**config.mk**
```make
export PLATFORM = sky130hd
export DESIGN_NAME = rx_addr_filter_flat
export DESIGN_NICKNAME = d
export VERILOG_FILES = /design/src/rtl/rx_addr_filter_if.sv /design/src/rtl/rx_addr_filter.sv /design/src/flat_wrapper.sv
export SDC_FILE = /design/constraint.sdc
export NUM_CORES = 1
export LEC_CHECK = 0
export CAP_MARGIN = 20
export CORE_MARGIN = 2
export CORE_UTILIZATION = 30
export CTS_CLUSTER_SIZE = 24
export DETAILED_ROUTE_END_ITERATION = 8
export GPL_ROUTABILITY_DRIVEN = 0
export SETUP_SLACK_MARGIN = 0.05
export SYNTH_ARGS = -nofsm -noshare
export SYNTH_HDL_FRONTEND = slang
export SYNTH_SLANG_ARGS = --single-unit
```
**constraint.sdc**
```tcl
create_clock -name clk_i -period 9.05 [get_ports clk_i]
set_input_delay 1.81 -clock clk_i [delete_from_list [all_inputs] [get_ports clk_i]]
set_output_delay 1.81 -clock clk_i [all_outputs]
set_load 0.05 [all_outputs]
```
**src/rtl/rx_addr_filter_if.sv**
```systemverilog
// Receive-stream, table-load, mode and decision signals of the destination-address filter.
// The block consumes the slave modport; the driving side uses master.
interface rx_addr_filter_if #(
    parameter int unsigned NENT = 14,
    parameter int unsigned CNTW = 16
);
    logic            frm_act_i;
    logic            byte_vld_i;
    logic [7:0]      rxd_i;
    logic            tbl_we_i;
    logic [3:0]      tbl_idx_i;
    logic [2:0]      tbl_byte_i;
    logic [7:0]      tbl_dat_i;
    logic [NENT-1:0] tbl_en_i;
    logic            promisc_i;
    logic            allmc_i;
    logic            cnt_clr_i;
    logic            dec_vld_o;
    logic            dec_acc_o;
    logic            dec_hit_o;
    logic [3:0]      dec_idx_o;
    logic            dec_mc_o;
    logic            dec_runt_o;
    logic [CNTW-1:0] rej_cnt_o;

    modport master (
        output frm_act_i, byte_vld_i, rxd_i,
        output tbl_we_i, tbl_idx_i, tbl_byte_i, tbl_dat_i, tbl_en_i,
        output promisc_i, allmc_i, cnt_clr_i,
        input  dec_vld_o, dec_acc_o, dec_hit_o, dec_idx_o, dec_mc_o, dec_runt_o,
        input  rej_cnt_o
    );

    modport slave (
        input  frm_act_i, byte_vld_i, rxd_i,
        input  tbl_we_i, tbl_idx_i, tbl_byte_i, tbl_dat_i, tbl_en_i,
        input  promisc_i, allmc_i, cnt_clr_i,
        output dec_vld_o, dec_acc_o, dec_hit_o, dec_idx_o, dec_mc_o, dec_runt_o,
        output rej_cnt_o
    );
endinterface

```
**src/rtl/rx_addr_filter.sv**
```systemverilog
// Receive destination-address filter: byte-serial DA compare against an address table,
// one accept/reject decision per frame and a saturating rejected-frame counter.
module rx_addr_filter #(
    parameter int unsigned NENT = 14,
    parameter int unsigned CNTW = 16
) (
    input  logic             clk_i,
    input  logic             rst_n_i,
    rx_addr_filter_if.slave  bus
);
    localparam int unsigned DA_BYTES  = 6;
    localparam logic [2:0]  LAST_BYTE = 3'(DA_BYTES - 1);

    typedef enum logic [1:0] {IDLE, DA, WAIT} state_t;

    state_t          state_q, state_nxt;
    logic            frm_act_q;
    logic            frm_rise;
    logic [NENT-1:0] match_q, match_nxt, match_base, match_fin, eq;
    logic [2:0]      cnt_q, cnt_nxt, cnt_base;
    logic            mc_q, mc_nxt;
    logic [3:0]      low_idx;
    logic [7:0]      tbl_q [NENT][DA_BYTES];

    logic            dec_vld_q, dec_vld_nxt;
    logic            dec_acc_q, dec_acc_nxt;
    logic            dec_hit_q, dec_hit_nxt;
    logic [3:0]      dec_idx_q, dec_idx_nxt;
    logic            dec_mc_q, dec_mc_nxt;
    logic            dec_runt_q, dec_runt_nxt;
    logic [CNTW-1:0] rej_q;

    assign frm_rise   = bus.frm_act_i & ~frm_act_q;
    // In IDLE the frame-start byte compares against a freshly seeded match vector.
    assign cnt_base   = (state_q == IDLE) ? 3'd0 : cnt_q;
    assign match_base = (state_q == IDLE) ? bus.tbl_en_i : match_q;

    // Parallel byte compare, then lowest-index priority encode of the surviving entries.
    always_comb begin
        eq = '0;
        for (int e = 0; e < int'(NENT); e++) begin
            eq[e] = (bus.rxd_i == tbl_q[e][cnt_base]);
        end
        match_fin = match_base & eq;
        low_idx   = '0;
        for (int i = int'(NENT) - 1; i >= 0; i--) begin
            if (match_fin[i]) low_idx = 4'(i);
        end
    end

    // Next-state and decision logic.
    always_comb begin
        state_nxt    = state_q;
        match_nxt    = match_q;
        cnt_nxt      = cnt_q;
        mc_nxt       = mc_q;
        dec_vld_nxt  = 1'b0;
        dec_acc_nxt  = dec_acc_q;
        dec_hit_nxt  = dec_hit_q;
        dec_idx_nxt  = dec_idx_q;
        dec_mc_nxt   = dec_mc_q;
        dec_runt_nxt = dec_runt_q;
        unique case (state_q)
            IDLE: begin
                if (frm_rise) begin
                    state_nxt = DA;
                    match_nxt = bus.tbl_en_i;
                    cnt_nxt   = 3'd0;
                    mc_nxt    = 1'b0;
                    if (bus.byte_vld_i) begin
                        match_nxt = match_fin;
                        mc_nxt    = bus.rxd_i[0];
                        cnt_nxt   = 3'd1;
                    end
                end
            end
            DA: begin
                if (!bus.frm_act_i) begin
                    state_nxt    = IDLE;
                    dec_vld_nxt  = 1'b1;
                    dec_acc_nxt  = bus.promisc_i;
                    dec_hit_nxt  = 1'b0;
                    dec_idx_nxt  = '0;
                    dec_mc_nxt   = mc_q;
                    dec_runt_nxt = 1'b1;
                end else if (bus.byte_vld_i) begin
                    match_nxt = match_fin;
                    cnt_nxt   = cnt_q + 3'd1;
                    if (cnt_q == 3'd0) mc_nxt = bus.rxd_i[0];
                    if (cnt_q == LAST_BYTE) begin
                        state_nxt    = WAIT;
                        dec_vld_nxt  = 1'b1;
                        dec_hit_nxt  = |match_fin;
                        dec_idx_nxt  = low_idx;
                        dec_mc_nxt   = mc_q;
                        dec_runt_nxt = 1'b0;
                        dec_acc_nxt  = bus.promisc_i | (|match_fin) | (bus.allmc_i & mc_q);
                    end
                end
            end
            WAIT: begin
                if (!bus.frm_act_i) state_nxt = IDLE;
            end
            default: state_nxt = IDLE;
        endcase
    end

    always_ff @(posedge clk_i or negedge rst_n_i) begin
        if (!rst_n_i) begin
            state_q    <= IDLE;
            frm_act_q  <= 1'b0;
            match_q    <= '0;
            cnt_q      <= '0;
            mc_q       <= 1'b0;
            dec_vld_q  <= 1'b0;
            dec_acc_q  <= 1'b0;
            dec_hit_q  <= 1'b0;
            dec_idx_q  <= '0;
            dec_mc_q   <= 1'b0;
            dec_runt_q <= 1'b0;
        end else begin
            state_q    <= state_nxt;
            frm_act_q  <= bus.frm_act_i;
            match_q    <= match_nxt;
            cnt_q      <= cnt_nxt;
            mc_q       <= mc_nxt;
            dec_vld_q  <= dec_vld_nxt;
            dec_acc_q  <= dec_acc_nxt;
            dec_hit_q  <= dec_hit_nxt;
            dec_idx_q  <= dec_idx_nxt;
            dec_mc_q   <= dec_mc_nxt;
            dec_runt_q <= dec_runt_nxt;
        end
    end

    // Address table; out-of-range entry or byte indices are dropped.
    always_ff @(posedge clk_i or negedge rst_n_i) begin
        if (!rst_n_i) begin
            for (int e = 0; e < int'(NENT); e++) begin
                for (int b = 0; b < int'(DA_BYTES); b++) begin
                    tbl_q[e][b] <= '0;
                end
            end
        end else if (bus.tbl_we_i && ({1'b0, bus.tbl_idx_i} < 5'(NENT)) &&
                     (bus.tbl_byte_i < 3'(DA_BYTES))) begin
            tbl_q[bus.tbl_idx_i][bus.tbl_byte_i] <= bus.tbl_dat_i;
        end
    end

    // Saturating reject counter; clear wins over a coincident increment.
    always_ff @(posedge clk_i or negedge rst_n_i) begin
        if (!rst_n_i) begin
            rej_q <= '0;
        end else if (bus.cnt_clr_i) begin
            rej_q <= '0;
        end else if (dec_vld_q && !dec_acc_q && !(&rej_q)) begin
            rej_q <= rej_q + CNTW'(1);
        end
    end

    assign bus.dec_vld_o  = dec_vld_q;
    assign bus.dec_acc_o  = dec_acc_q;
    assign bus.dec_hit_o  = dec_hit_q;
    assign bus.dec_idx_o  = dec_idx_q;
    assign bus.dec_mc_o   = dec_mc_q;
    assign bus.dec_runt_o = dec_runt_q;
    assign bus.rej_cnt_o  = rej_q;
endmodule

```
**src/flat_wrapper.sv**
```systemverilog
// flat-port wrapper written by rule: the top's interface ports become plain ports
module rx_addr_filter_flat 
#(
    parameter int unsigned NENT = 14,
    parameter int unsigned CNTW = 16
)
  (clk_i, rst_n_i, bus_frm_act_i, bus_byte_vld_i, bus_rxd_i, bus_tbl_we_i, bus_tbl_idx_i, bus_tbl_byte_i, bus_tbl_dat_i, bus_tbl_en_i, bus_promisc_i, bus_allmc_i, bus_cnt_clr_i, bus_dec_vld_o, bus_dec_acc_o, bus_dec_hit_o, bus_dec_idx_o, bus_dec_mc_o, bus_dec_runt_o, bus_rej_cnt_o);
  rx_addr_filter_if #(.NENT(NENT), .CNTW(CNTW)) bus_i ();
  input  logic clk_i;
  input  logic rst_n_i;
  input wire logic [$bits(bus_i.frm_act_i)-1:0] bus_frm_act_i;
  input wire logic [$bits(bus_i.byte_vld_i)-1:0] bus_byte_vld_i;
  input wire logic [$bits(bus_i.rxd_i)-1:0] bus_rxd_i;
  input wire logic [$bits(bus_i.tbl_we_i)-1:0] bus_tbl_we_i;
  input wire logic [$bits(bus_i.tbl_idx_i)-1:0] bus_tbl_idx_i;
  input wire logic [$bits(bus_i.tbl_byte_i)-1:0] bus_tbl_byte_i;
  input wire logic [$bits(bus_i.tbl_dat_i)-1:0] bus_tbl_dat_i;
  input wire logic [$bits(bus_i.tbl_en_i)-1:0] bus_tbl_en_i;
  input wire logic [$bits(bus_i.promisc_i)-1:0] bus_promisc_i;
  input wire logic [$bits(bus_i.allmc_i)-1:0] bus_allmc_i;
  input wire logic [$bits(bus_i.cnt_clr_i)-1:0] bus_cnt_clr_i;
  output wire logic [$bits(bus_i.dec_vld_o)-1:0] bus_dec_vld_o;
  output wire logic [$bits(bus_i.dec_acc_o)-1:0] bus_dec_acc_o;
  output wire logic [$bits(bus_i.dec_hit_o)-1:0] bus_dec_hit_o;
  output wire logic [$bits(bus_i.dec_idx_o)-1:0] bus_dec_idx_o;
  output wire logic [$bits(bus_i.dec_mc_o)-1:0] bus_dec_mc_o;
  output wire logic [$bits(bus_i.dec_runt_o)-1:0] bus_dec_runt_o;
  output wire logic [$bits(bus_i.rej_cnt_o)-1:0] bus_rej_cnt_o;
  assign bus_i.frm_act_i = bus_frm_act_i;
  assign bus_i.byte_vld_i = bus_byte_vld_i;
  assign bus_i.rxd_i = bus_rxd_i;
  assign bus_i.tbl_we_i = bus_tbl_we_i;
  assign bus_i.tbl_idx_i = bus_tbl_idx_i;
  assign bus_i.tbl_byte_i = bus_tbl_byte_i;
  assign bus_i.tbl_dat_i = bus_tbl_dat_i;
  assign bus_i.tbl_en_i = bus_tbl_en_i;
  assign bus_i.promisc_i = bus_promisc_i;
  assign bus_i.allmc_i = bus_allmc_i;
  assign bus_i.cnt_clr_i = bus_cnt_clr_i;
  assign bus_dec_vld_o = bus_i.dec_vld_o;
  assign bus_dec_acc_o = bus_i.dec_acc_o;
  assign bus_dec_hit_o = bus_i.dec_hit_o;
  assign bus_dec_idx_o = bus_i.dec_idx_o;
  assign bus_dec_mc_o = bus_i.dec_mc_o;
  assign bus_dec_runt_o = bus_i.dec_runt_o;
  assign bus_rej_cnt_o = bus_i.rej_cnt_o;
  rx_addr_filter #(.NENT(NENT), .CNTW(CNTW)) u_core (.clk_i(clk_i), .rst_n_i(rst_n_i), .bus(bus_i));
endmodule
```
==> results.json <==
{
  "fin_nets": 3166,
  "first_pass_iters": 7,
  "antenna_found_initial": 7,
  "synth_area_leaders": "dfrtp_1 50%, mux2_2 21%, mux2i_1 3.7%",
  "syn2layout_area_growth_pct": 12.4,
  "setup_viol": 0,
  "drv_cap": 0,
  "end_kind": "flop",
  "critical_path_class": "reg2reg",
  "max_freq_ghz": 0.185,
  "fillers": 12000,
  "rsz0062_at_grt": "no",
  "synthesis.area_um2": 36300,
  "overflow": 0,
  "cts_hold_buf": 0,
  "cts.sinks": 718,
  "endpoint": "u_core.bus.dec_idx_o[0]",
  "ys_seq_elements": 718,
  "setup_tns_ps": 0,
  "final_util": 0.340,
  "slew_violations": 0,
  "netlist.area_leader.share": 0.495,
  "port_buffers": 69,
  "multi_input_area_um2": 16900,
  "critPathMaxFanout": 76,
  "ir_drop_mv": 0.139,
  "seq_area_frac_synth": 0.495,
  "synth_top_flop_cell": "dfrtp_1",
  "rrSetupSlack_ps": 3640,
  "r2r-start": "u_core.cnt_q[0]",
  "syn-num-nets": 3211,
  "drive_above_1_share": 0.287,
  "grt_use_total": 0.180,
  "cts_tree": "built",
  "layout_commonest_cell": "dfrtp_1",
  "r2r_end": "u_core.bus.dec_idx_o[0]",
  "crit_path_cell_trace": "buf_4 > buf_4 > o22ai_1 > a221oi_1 > o21a_1 > o22ai_1 > a2111oi_0 > and2_1 > o21ai_1 > a21oi_1 > o21ai_1",
  "cts_buffers": 78,
  "dieArea_um2": 124000,
  "grt_pass1_wl_mm": 170,
  "start_util": 0.302,
  "clk-insertion-delay-late_ps": 660,
  "viasPerCell": 5.45,
  "post_cts_buffers": 0,
  "grt_util_met1": 0.253,
  "startpoint_type": "flop",
  "cellLeakagePower_nw": 18.5,
  "clkTransAtPathRegs_ps": 60,
  "hold_violations": 0,
  "die_height_um": 352,
  "dieWidth_um": 352,
  "place_area_um2": 38100,
  "worstMarginPinSlew_ps": 1220,
  "grt_use_met3": 0.0370,
  "busiest_layer": "met2",
  "cpPeakStageDelay_ps": 980,
  "period_needed_ps": 5410,
  "antenna_left": 0,
  "post-route-period-util": 0.598,
  "dp_hpwl_mm": 66.8,
  "worstHoldPathType": "reg2reg",
  "drtIter0Drc": 2429,
  "slew_headroom": 0.188,
  "htreeDepth": 3,
  "synth.avg_cell_area_um2": 11.5,
  "final_cell_mix": "716 x dfrtp_1, 684 x mux2_2, 246 x nand2_1, 156 x nor2_1, 151 x a21oi_1",
  "cellPowerDensity_nw_per_um2": 208,
  "synth-edff-count": 0,
  "synth_cell_types": 92,
  "fin_skew_ps": 38.6,
  "ios": 70,
  "synth_area_leader_cell": "dfrtp_1",
  "r2r_cells": 11,
  "wl_mm": 112,
  "register_area_um2": 18000,
  "layoutNonFillerInstCount": 4789,
  "coreArea_um2": 120000,
  "drc": 0,
  "critPathRequiredTime_ps": 9580,
  "async_reset_ff_frac": 1.00,
  "cts_resized": 0,
  "slowest_stage": "a2111oi_0",
  "grt_pass1_vias": 26000,
  "synth_cells": 3162,
  "status": "completed",
  "fin_area_um2": 40800,
  "ys_warn_count": 0,
  "min_path_cells": 2,
  "critPathLaunch": "u_core.cnt_q[0]",
  "use_met2": 0.276,
  "clockRootBuffer": "clkbuf_16",
  "drt-wirelength-per-cell_um": 23.4,
  "grt_start_max_net_pins": 170,
  "rows": 127,
  "critical_path_arrival_ps": 5950,
  "routed-via-count": 26100,
  "post-place-cells": 4648,
  "clk_path_buf_depth": 3
}
[per-stage QoR]
stage	power [mW]	hold slack, ps	setup slack (ps)
floorplan	4.75	449	5190
global placement	5.20	461	3800
detailed placement	5.23	470	3850
CTS	8.51	484	3840
global route	8.81	501	3440
finish	8.46	484	3640
[cell usage after synthesis, types with 8 or more instances]
library cell / instances
o22a_1: 10
buf_2: 54
buf_4: 26
o21ai_0: 110
xor2_1: 15
a211oi_1: 21
and2_1: 11
nor2_1: 157
o221ai_1: 22
dfrtp_1: 718
nor3_1: 25
a21oi_1: 151
or3_1: 45
mux2_1: 14
o21a_1: 8
a21o_1: 13
mux2_2: 684
buf_1: 10
nor2b_1: 12
clkbuf_1: 124
o21ai_1: 37
nand4_1: 11
a31oi_1: 34
nand3_1: 37
mux2i_1: 133
xnor2_1: 34
o22ai_1: 90
a221oi_1: 44
buf_6: 31
a22oi_1: 20
inv_1: 38
nor3b_1: 8
nand2b_1: 39
nand2_1: 246
and3_1: 16
[metal layers]
| metal | wire [µm] | part of all wire |
|---|---|---|
| met4 | 3310 | 0.029 |
| met5 | 83 | 0.00074 |
| met2 | 49900 | 0.44 |
| met3 | 8250 | 0.074 |
| met1 | 50500 | 0.45 |
[sequential cells by signal (all words and copies together) (netlist names), 2 cells and up]
| signal | flops |
|---|---|
| u_core.match_q | 14 |
| u_core.bus.dec_idx_o | 4 |
| u_core.bus.rej_cnt_o | 16 |
| u_core.state_q | 2 |
| u_core.cnt_q | 3 |
| u_core.tbl_q | 672 |
[cell families (layout without fill, tap and decap cells)]
group                    count (synthesis)  count (layout)  share of synthesized area
multiplexers                           833             833                      0.254
other                                    0               1                          0
AO/OA/AOI/OAI                          615             615                      0.109
buffers and inverters                  289             303                     0.0415
XOR/XNOR                                49              49                     0.0118
adder cells (fa/ha/maj)                  4               4                    0.00138
flip-flops                             718             718                      0.495
AND/OR/NAND/NOR                        654             654                     0.0867
[power breakdown]
group          total (mW)  switching (mW)  internal (mW)
sequential           3.63           0.164           3.46
combinational        1.56           0.956          0.609
clock                3.27            1.37           1.91
[final cells by class]
cell class | count | share of cell area
timing repair buffer | 122 | 0.0280
antenna | 1 | 0.0000614
multi-input combinational | 2155 | 0.414
tap | 1612 | 0.0495
clock inverter | 26 | 0.00795
clock buffer | 113 | 0.0561
sequential | 718 | 0.441
inverter | 42 | 0.00387
[how the worst min path moves through the flow]
stage	from	end	slack (ps)
2_1_floorplan	u_core.match_q[12]	u_core.match_q[12]	450
3_3_place_gp	u_core.match_q[12]	u_core.match_q[12]	460
3_5_place_dp	u_core.match_q[12]	u_core.match_q[12]	470
4_1_cts	u_core.match_q[9]	u_core.match_q[9]	480
5_1_grt	u_core.match_q[12]	u_core.match_q[12]	500
6_report	u_core.match_q[11]	u_core.match_q[11]	480
[critical path: cells and delay by family (launching register included)]
| family | cells | cell delay [ps] |
|---|---|---|
| buffers and inverters | 2 | 1510 |
| AND/OR/NAND/NOR | 1 | 360 |
| flip-flops | 1 | 830 |
| AO/OA/AOI/OAI | 8 | 2460 |
Note: power is estimated with default switching activity, not from simulation.
